## src/rtl/clb_adder_chain_pkg.sv

```systemverilog
// clb_adder_chain_pkg: op encoding shared by the pipelined adder chain and its users.
package clb_adder_chain_pkg;
    typedef logic [1:0] op_t;
    localparam op_t OP_ADD   = 2'b00;
    localparam op_t OP_SUB   = 2'b01;
    localparam op_t OP_ADDNC = 2'b10;
endpackage

```

## src/rtl/clb_adder_chain_seg.sv

```systemverilog
// clb_adder_chain_seg: SEG-bit ripple-carry segment built from a per-bit full-adder chain.
module clb_adder_chain_seg
    import clb_adder_chain_pkg::*;
#(
    parameter int SEG = 4
) (
    input  logic [SEG-1:0] a,
    input  logic [SEG-1:0] b,
    input  logic           ci,
    output logic [SEG-1:0] s,
    output logic           co
);
    logic [SEG:0] c;
    always_comb begin
        c[0] = ci;
        for (int i = 0; i < SEG; i++) begin
            s[i]     = a[i] ^ b[i] ^ c[i];
            c[i + 1] = (a[i] & b[i]) | (c[i] & (a[i] ^ b[i]));
        end
    end
    assign co = c[SEG];
endmodule

```

## src/rtl/clb_adder_chain_pipe.sv

```systemverilog
// clb_adder_chain_pipe: WIDTH-bit add/subtract pipelined as WIDTH/SEG ripple segments, one per stage.
// Defining CLB_ADDER_CHAIN_ACC_EN adds an accumulator (acc_clr/acc) updated on each output handshake.
module clb_adder_chain_pipe
    import clb_adder_chain_pkg::*;
#(
    parameter int WIDTH = 16,
    parameter int SEG   = 4
) (
    input  logic             clk,
    input  logic             reset,
    input  logic             in_valid,
    output logic             in_ready,
    input  logic [WIDTH-1:0] a,
    input  logic [WIDTH-1:0] b,
    input  logic             cin,
    input  op_t              op,
    output logic             out_valid,
    input  logic             out_ready,
    output logic [WIDTH-1:0] sum,
    output logic             cout,
    output logic             ovf
`ifdef CLB_ADDER_CHAIN_ACC_EN
    ,
    input  logic             acc_clr,
    output logic [WIDTH-1:0] acc
`endif
);
    localparam int STAGES = WIDTH / SEG;

    if (WIDTH < 2 || WIDTH % SEG != 0) begin : g_bad_cfg
        $error("clb_adder_chain_pipe: WIDTH must be >= 2 and a multiple of SEG");
    end

    logic             stall;
    logic [WIDTH-1:0] b_eff;
    logic             c0;
    logic             v_q   [STAGES];
    logic             c_q   [STAGES];
    logic [WIDTH-1:0] a_q   [STAGES];
    logic [WIDTH-1:0] b_q   [STAGES];
    logic [WIDTH-1:0] s_q   [STAGES];
    logic [SEG-1:0]   seg_s [STAGES];
    logic             seg_c [STAGES];

    assign stall    = out_valid && !out_ready;
    assign in_ready = reset || !stall;
    assign b_eff    = (op == OP_SUB) ? ~b : b;
    assign c0       = (op == OP_SUB) ? 1'b1 : (op == OP_ADDNC) ? 1'b0 : cin;

    for (genvar k = 0; k < STAGES; k++) begin : g_seg
        if (k == 0) begin : g_head
            clb_adder_chain_seg #(.SEG(SEG)) u_seg (
                .a(a[SEG-1:0]), .b(b_eff[SEG-1:0]), .ci(c0), .s(seg_s[0]), .co(seg_c[0])
            );
        end else begin : g_tail
            clb_adder_chain_seg #(.SEG(SEG)) u_seg (
                .a(a_q[k-1][k*SEG +: SEG]), .b(b_q[k-1][k*SEG +: SEG]), .ci(c_q[k-1]),
                .s(seg_s[k]), .co(seg_c[k])
            );
        end
    end

    // Operands travel with the beat so each stage sees its own slice; the whole pipe freezes on stall.
    always_ff @(posedge clk) begin
        if (reset) begin
            for (int k = 0; k < STAGES; k++) begin
                v_q[k] <= 1'b0;
                c_q[k] <= 1'b0;
                a_q[k] <= '0;
                b_q[k] <= '0;
                s_q[k] <= '0;
            end
        end else if (!stall) begin
            v_q[0] <= in_valid;
            c_q[0] <= seg_c[0];
            a_q[0] <= a;
            b_q[0] <= b_eff;
            s_q[0] <= WIDTH'(seg_s[0]);
            for (int k = 1; k < STAGES; k++) begin
                v_q[k] <= v_q[k-1];
                c_q[k] <= seg_c[k];
                a_q[k] <= a_q[k-1];
                b_q[k] <= b_q[k-1];
                s_q[k] <= s_q[k-1] | (WIDTH'(seg_s[k]) << (k * SEG));
            end
        end
    end

    assign out_valid = v_q[STAGES-1];
    assign sum       = s_q[STAGES-1];
    assign cout      = c_q[STAGES-1];
    // Carry into the MSB is recovered from the MSB's own operand and sum bits.
    assign ovf       = a_q[STAGES-1][WIDTH-1] ^ b_q[STAGES-1][WIDTH-1] ^ sum[WIDTH-1] ^ cout;

`ifdef CLB_ADDER_CHAIN_ACC_EN
    always_ff @(posedge clk) begin
        if (reset) acc <= '0;
        else if (out_valid && out_ready) acc <= acc_clr ? sum : acc + sum;
    end
`endif
endmodule
```

## config.mk

```make
export PLATFORM = sky130hd
export DESIGN_NAME = clb_adder_chain_pipe
export DESIGN_NICKNAME = d
export VERILOG_FILES = /design/src/rtl/clb_adder_chain_pkg.sv /design/src/rtl/clb_adder_chain_seg.sv /design/src/rtl/clb_adder_chain_pipe.sv
export SDC_FILE = /design/constraint.sdc
export NUM_CORES = 1
export LEC_CHECK = 0
export BUFFER_PORTS_ARGS = -buffer_cell sky130_fd_sc_hd__buf_2
export CAP_MARGIN = 25
export CORE_MARGIN = 5
export CORE_UTILIZATION = 61
export DETAILED_ROUTE_END_ITERATION = 8
export GPL_TIMING_DRIVEN = 0
export PLACE_DENSITY_LB_ADDON = 0.1
export SETUP_SLACK_MARGIN = 0.3
export SLEW_MARGIN = 10
export SYNTH_ARGS = -nofsm -noshare
export SYNTH_HDL_FRONTEND = slang
export SYNTH_SLANG_ARGS = --single-unit
```

## constraint.sdc

```tcl
create_clock -name clk -period 5.8 [get_ports clk]
set_clock_uncertainty 0.2 [all_clocks]
set_input_delay 0 -clock clk [delete_from_list [all_inputs] [get_ports clk]]
set_output_delay 0 -clock clk [all_outputs]
set_load 0.05 [all_outputs]
```

Yosys cells after proc, flatten, opt, wreduce, memory -nomap -nowiden
Memory sizes are Yosys's and may differ from the RTL's.
Index checks and enable logic that the tools add are counted.
- input bits: 39
- RAM bits: 200
- output and inout port bits: 20
- memories kept: 5
- register bits: 0
- muxes and demuxes: 28
- eq/ne operators: 2
- reduce and logical (&&, ||, !) cells: 4
- bitwise operators: 107
- memory list (name ; words ; width ; read ports ; clocked after Yosys merged registers in ; write ports ; RTL line ; text):
    a_q ; 4 ; 16 ; 4 ; 0 ; 4 ; clb_adder_chain_pipe.sv:39 ; logic [WIDTH-1:0] a_q [STAGES];
    b_q ; 4 ; 16 ; 4 ; 0 ; 4 ; clb_adder_chain_pipe.sv:40 ; logic [WIDTH-1:0] b_q [STAGES];
    s_q ; 4 ; 16 ; 4 ; 0 ; 4 ; clb_adder_chain_pipe.sv:41 ; logic [WIDTH-1:0] s_q [STAGES];
    c_q ; 4 ; 1 ; 4 ; 0 ; 4 ; clb_adder_chain_pipe.sv:38 ; logic c_q [STAGES];
    v_q ; 4 ; 1 ; 4 ; 0 ; 4 ; clb_adder_chain_pipe.sv:37 ; logic v_q [STAGES];
- operator list (kind ; number):
    $mux W16 ; 13
    $or A1 B1 Y1 ; 36
    $xor A1 B1 Y1 ; 35
    $and A1 B1 Y1 ; 32
    $not A16 Y16 ; 1
    $or A16 B12 Y16 ; 1
    $or A16 B16 Y16 ; 1
    $or A16 B8 Y16 ; 1
    $mux W1 ; 15
    $eq A2 B1 Y1 const B ; 1
    $eq A2 B2 Y1 const B ; 1
    $logic_not A1 Y1 ; 2
    $logic_and A1 B1 Y1 ; 1
    $logic_or A1 B1 Y1 ; 1

Depth between registers and ports, before layout
- depth in word-level cells: 12
- gate-level depth with buffers: 12
- depth with buffers taken out: 11

Modules after synthesis
From an unflattened synthesis, not the netlist that was laid out.
- cells, all modules: 308
- area, all modules: 4445.5 µm²
- by module, submodules not included (module ; area each (µm²) ; cells an instance ; sequential area each (µm²) ; instances):
    clb_adder_chain_pipe ; 3975.1 ; 252 ; 2942.8 ; 1
    clb_adder_chain_seg ; 117.6 ; 14 ; 0.0 ; 4

Least setup slack after synthesis
No wires, ideal clock.
- path kind: register to register
- start: mem v_q[3]
- end: mem a_q[0][10], enable pin
- setup time: 1288 ps
- arrival: 3370 ps
- required time: 4312 ps
- stages on the path, launching flop included: 2
- setup slack: 942 ps
- cells stage by stage: edfxtp_1 > nand3b_1
- RTL lines (element ; RTL line):
    start, declared ; clb_adder_chain_pipe.sv:37
    end, declared ; clb_adder_chain_pipe.sv:39

==> results_dict.tcl <==
set metrics [dict create \
    dpl_cell_area_um2 4760 \
    fillCellCount 389 \
    cts_tree "built" \
    cp_slowest_stage_delay_ns 0.45 \
    min_to "b_q[0][9]$_SDFFCE_PN0P_" \
    crit_arrival_ns 2.48 \
    h-tree-depth 3 \
    layout_common_cells "edfxtp_1 (98), and2_1 (77), buf_2 (60)" \
    hold_class "in2reg" \
    endpoint_kind "flip-flop" \
    cts_setup_buffers 0 \
    period_minus_slack_ns 2.57 \
    synthAdderAreaFrac_pct 7.54 \
    final_area_um2 5270 \
    avgSynthCellArea_um2 15.5 \
    path_class "reg2reg" \
    synthMuxAreaShare_pct 0 \
    synth_top_area_share_pct 69.3 \
    num_rows 30 \
    p_int_mw 1.11 \
    syn_inst 274 \
    numPortBuffers 58 \
    synth_cell_types 18 \
    grt_pass1_vias 2405 \
    whs_path_depth 5 \
    reg2reg_depth 7 \
    synth_top_family_by_area "simple AND/OR/NAND/NOR gates" \
    fin_ws_ns 3.23 \
    p_comb_share_pct 11.4 \
    die_area_um2 8730 \
    power.share.clock_pct 29.5 \
    reg2reg_slack_ns 3.23 \
    core_area_um2 6790 \
    grt_pass1_wl_mm 10.9 \
    cts_made_buffers 9 \
    finalCritPeriodShare_pct 44.3 \
    track_usage_pct 16.6 \
    max_clock_freq_mhz 389 \
    numClockSinks 98 \
    ys_seq_area_share_pct 69.3 \
    layout.nets 436 \
    r2r_end "s_q[3][15]$_SDFFCE_PN0P_" \
    syn_to_final_growth_pct 24.1 \
    synth_compound_area_share_pct 0.883 \
    power_density_nw_per_um2 272 \
    cp_common_cell "fa_1" \
    cts_root_buffer "clkbuf_8" \
    drc 0 \
    worstPathRequired_ns 5.71 \
    power_frac_seq_pct 59.1 \
    synthesis.nets 329 \
    slew_headroom_pct 80.5 \
    irDropWorstVdd_mv 0.167 \
    worstPathMaxFanout 1 \
    min_from "op[1]" \
    yosysTopAreaCell "edfxtp_1" \
    multi_input_area_um2 1110 \
    diodes 0 \
    drt.antenna.violating_nets 0 \
    crit_chain "fa_1 -> fa_1 -> inv_1 -> fa_1 -> inv_1 -> fa_1 -> and2_1" \
    rsz0062_at_grt "false" \
    drive_gt1_share_pct 24.7 \
    ys_warn_count 0 \
    die_h_um 93.5 \
    slowest_stage "fa_1" \
    ys_seq_elements 98 \
    report.final.slew_viol_count 0 \
    regToRegStartpoint "a_q[2][12]$_SDFFCE_PN0P_" \
    viasPerCell 4.74 \
    io_pins 59 \
    fp.dieW_um 93.5 \
    grt_max_degree 20 \
    status "complete, no violations" \
    path_clk_slew_ns 0.09 \
    hold_viol_final 0 \
    firstDrtPassIters 4 \
    drt_iter0_drc 65 \
    cap_violations 0 \
    layout_commonest_cell "edfxtp_1" \
    synthSimpleGateAreaFrac_pct 13.7 \
    drt-wirelength-per-cell_um 13.7 \
    finalSetupTns_ns 0 \
    p_sw_share_pct 22.8 \
    syn_area_um2 4250 \
    totalWireLength_mm 6.61 \
    netlist_top_cells_area "edfxtp_1 (69%), and2_1 (11%), fa_1 (7.5%)" \
    pre_cts_slack_ns 3.03 \
    switchingPower_mw 0.326 \
    start_util_pct 62.5 \
    vias 2281 \
    grt-ovfl-total 0 \
    synth-xor-area-share_pct 3.92 \
    cts_buffer_depth 2 \
    finish.utilization_pct 77.6 \
    startpoint_type "flip-flop" \
    detailed_place_hpwl_mm 4.50 \
    finalSetupViolations 0 \
    antenna_found_initial 0 \
    ff_latch_area_um2 2940 \
    globalplace.congestion 0.771 \
    power_leakage_nw 2.30 \
    worst_pin_slew_ns 0.290 \
    clock_latency_ns 0.34 \
]
power by group through the flow:
stage	Clock (mW)	Combinational, mW	Sequential (mW)
after global routing	0.452	0.181	0.853
after CTS	0.428	0.164	0.848
final	0.422	0.163	0.847
after global placement	0	0.141	0.862
after detailed placement	0	0.148	0.864
after floorplan	0	0.0771	0.887
layer usage:
layer / global-route usage, % / wire (µm) / vias to the layer above
met3: 2.74 / 257 / 7
met2: 30.4 / 3640 / 51
met5: 0 / 0 / -
li1: - / - / 1108
met1: 19.8 / 2630 / 1115
met4: 5.49 / 82 / 0
area by class of cell:
type	count	share of cell area, %
Buffer	12	2.02
Clock buffer	9	2.35
Clock inverter	6	1.28
Inverter	25	1.78
Multi-Input combinational cell	139	21.0
Sequential cell	98	55.8
Tap cell	96	2.28
Timing Repair Buffer	96	13.5
cells by family (layout without fill, tap and decap cells):
kind of cell,after synthesis,after routing
DFF,98,98
adders and majority gates,16,16
AOI/OAI and AO/OA,4,4
buffers and inverters,37,148
and+or+nand+nor,100,100
xor gates and xnor gates,19,19
worst max path at each step:
| stage | start | slack, ns | end |
|---|---|---|---|
| final | a_q[2][12]$_SDFFCE_PN0P_ | 3.23 | s_q[3][15]$_SDFFCE_PN0P_ |
| after global routing | a_q[2][12]$_SDFFCE_PN0P_ | 3.11 | s_q[3][15]$_SDFFCE_PN0P_ |
| after CTS | a_q[2][12]$_SDFFCE_PN0P_ | 3.24 | s_q[3][15]$_SDFFCE_PN0P_ |
| after detailed placement | op[0] | 3.03 | s_q[0][3]$_SDFFCE_PN0P_ |
| after global placement | v_q[3]$_DFFE_PP_ | 0.81 | b_q[0][8]$_SDFFCE_PN0P_ |
| after floorplan | v_q[3]$_DFFE_PP_ | 0.94 | a_q[0][10]$_SDFFCE_PN0P_ |
synth_stat cells:
cell and count:
a21o_1 1, a21o_2 1, a21oi_4 1, and2_1 77, buf_12 1, buf_2 2, buf_6 5, clkbuf_2 4
edfxtp_1 98, fa_1 16, inv_1 24, inv_2 1, nand3b_1 1, nor2_1 21, nor2b_4 1, o21ai_0 1
xnor2_1 16, xor2_1 3
critical path, delay by kind of cell (launching register included):
kind	cells	cell delay (ns)
AND/OR/NAND/NOR	1	0.14
flip-flops	1	0.42
adder cells (fa/ha/maj)	4	1.44
buffers and inverters	2	0.14
flip-flops by register name, indices dropped and copies added (netlist names):
name	cells
a_q	25
c_q	4
s_q	40
b_q	25
v_q	4
repair_timing:
item                      in CTS  in global routing
hold buffers                  32                  0
gates resized for setup        0                  0
hold endpoints to repair      31                  0
per-stage QoR:
| stage | total power [mW] | hold slack [ns] | std cells |
|---|---|---|---|
| CTS | 1.44 | 0.0433 | 481 |
| finish | 1.43 | 0.0512 | 481 |
| floorplan | 0.964 | -0.00185 | 274 |
| detailed placement | 1.01 | 0.0781 | 434 |
| global route | 1.49 | 0.0753 | 481 |
| global placement | 1.00 | 0.0760 | 428 |
Note: power is estimated with default switching activity, not from simulation.
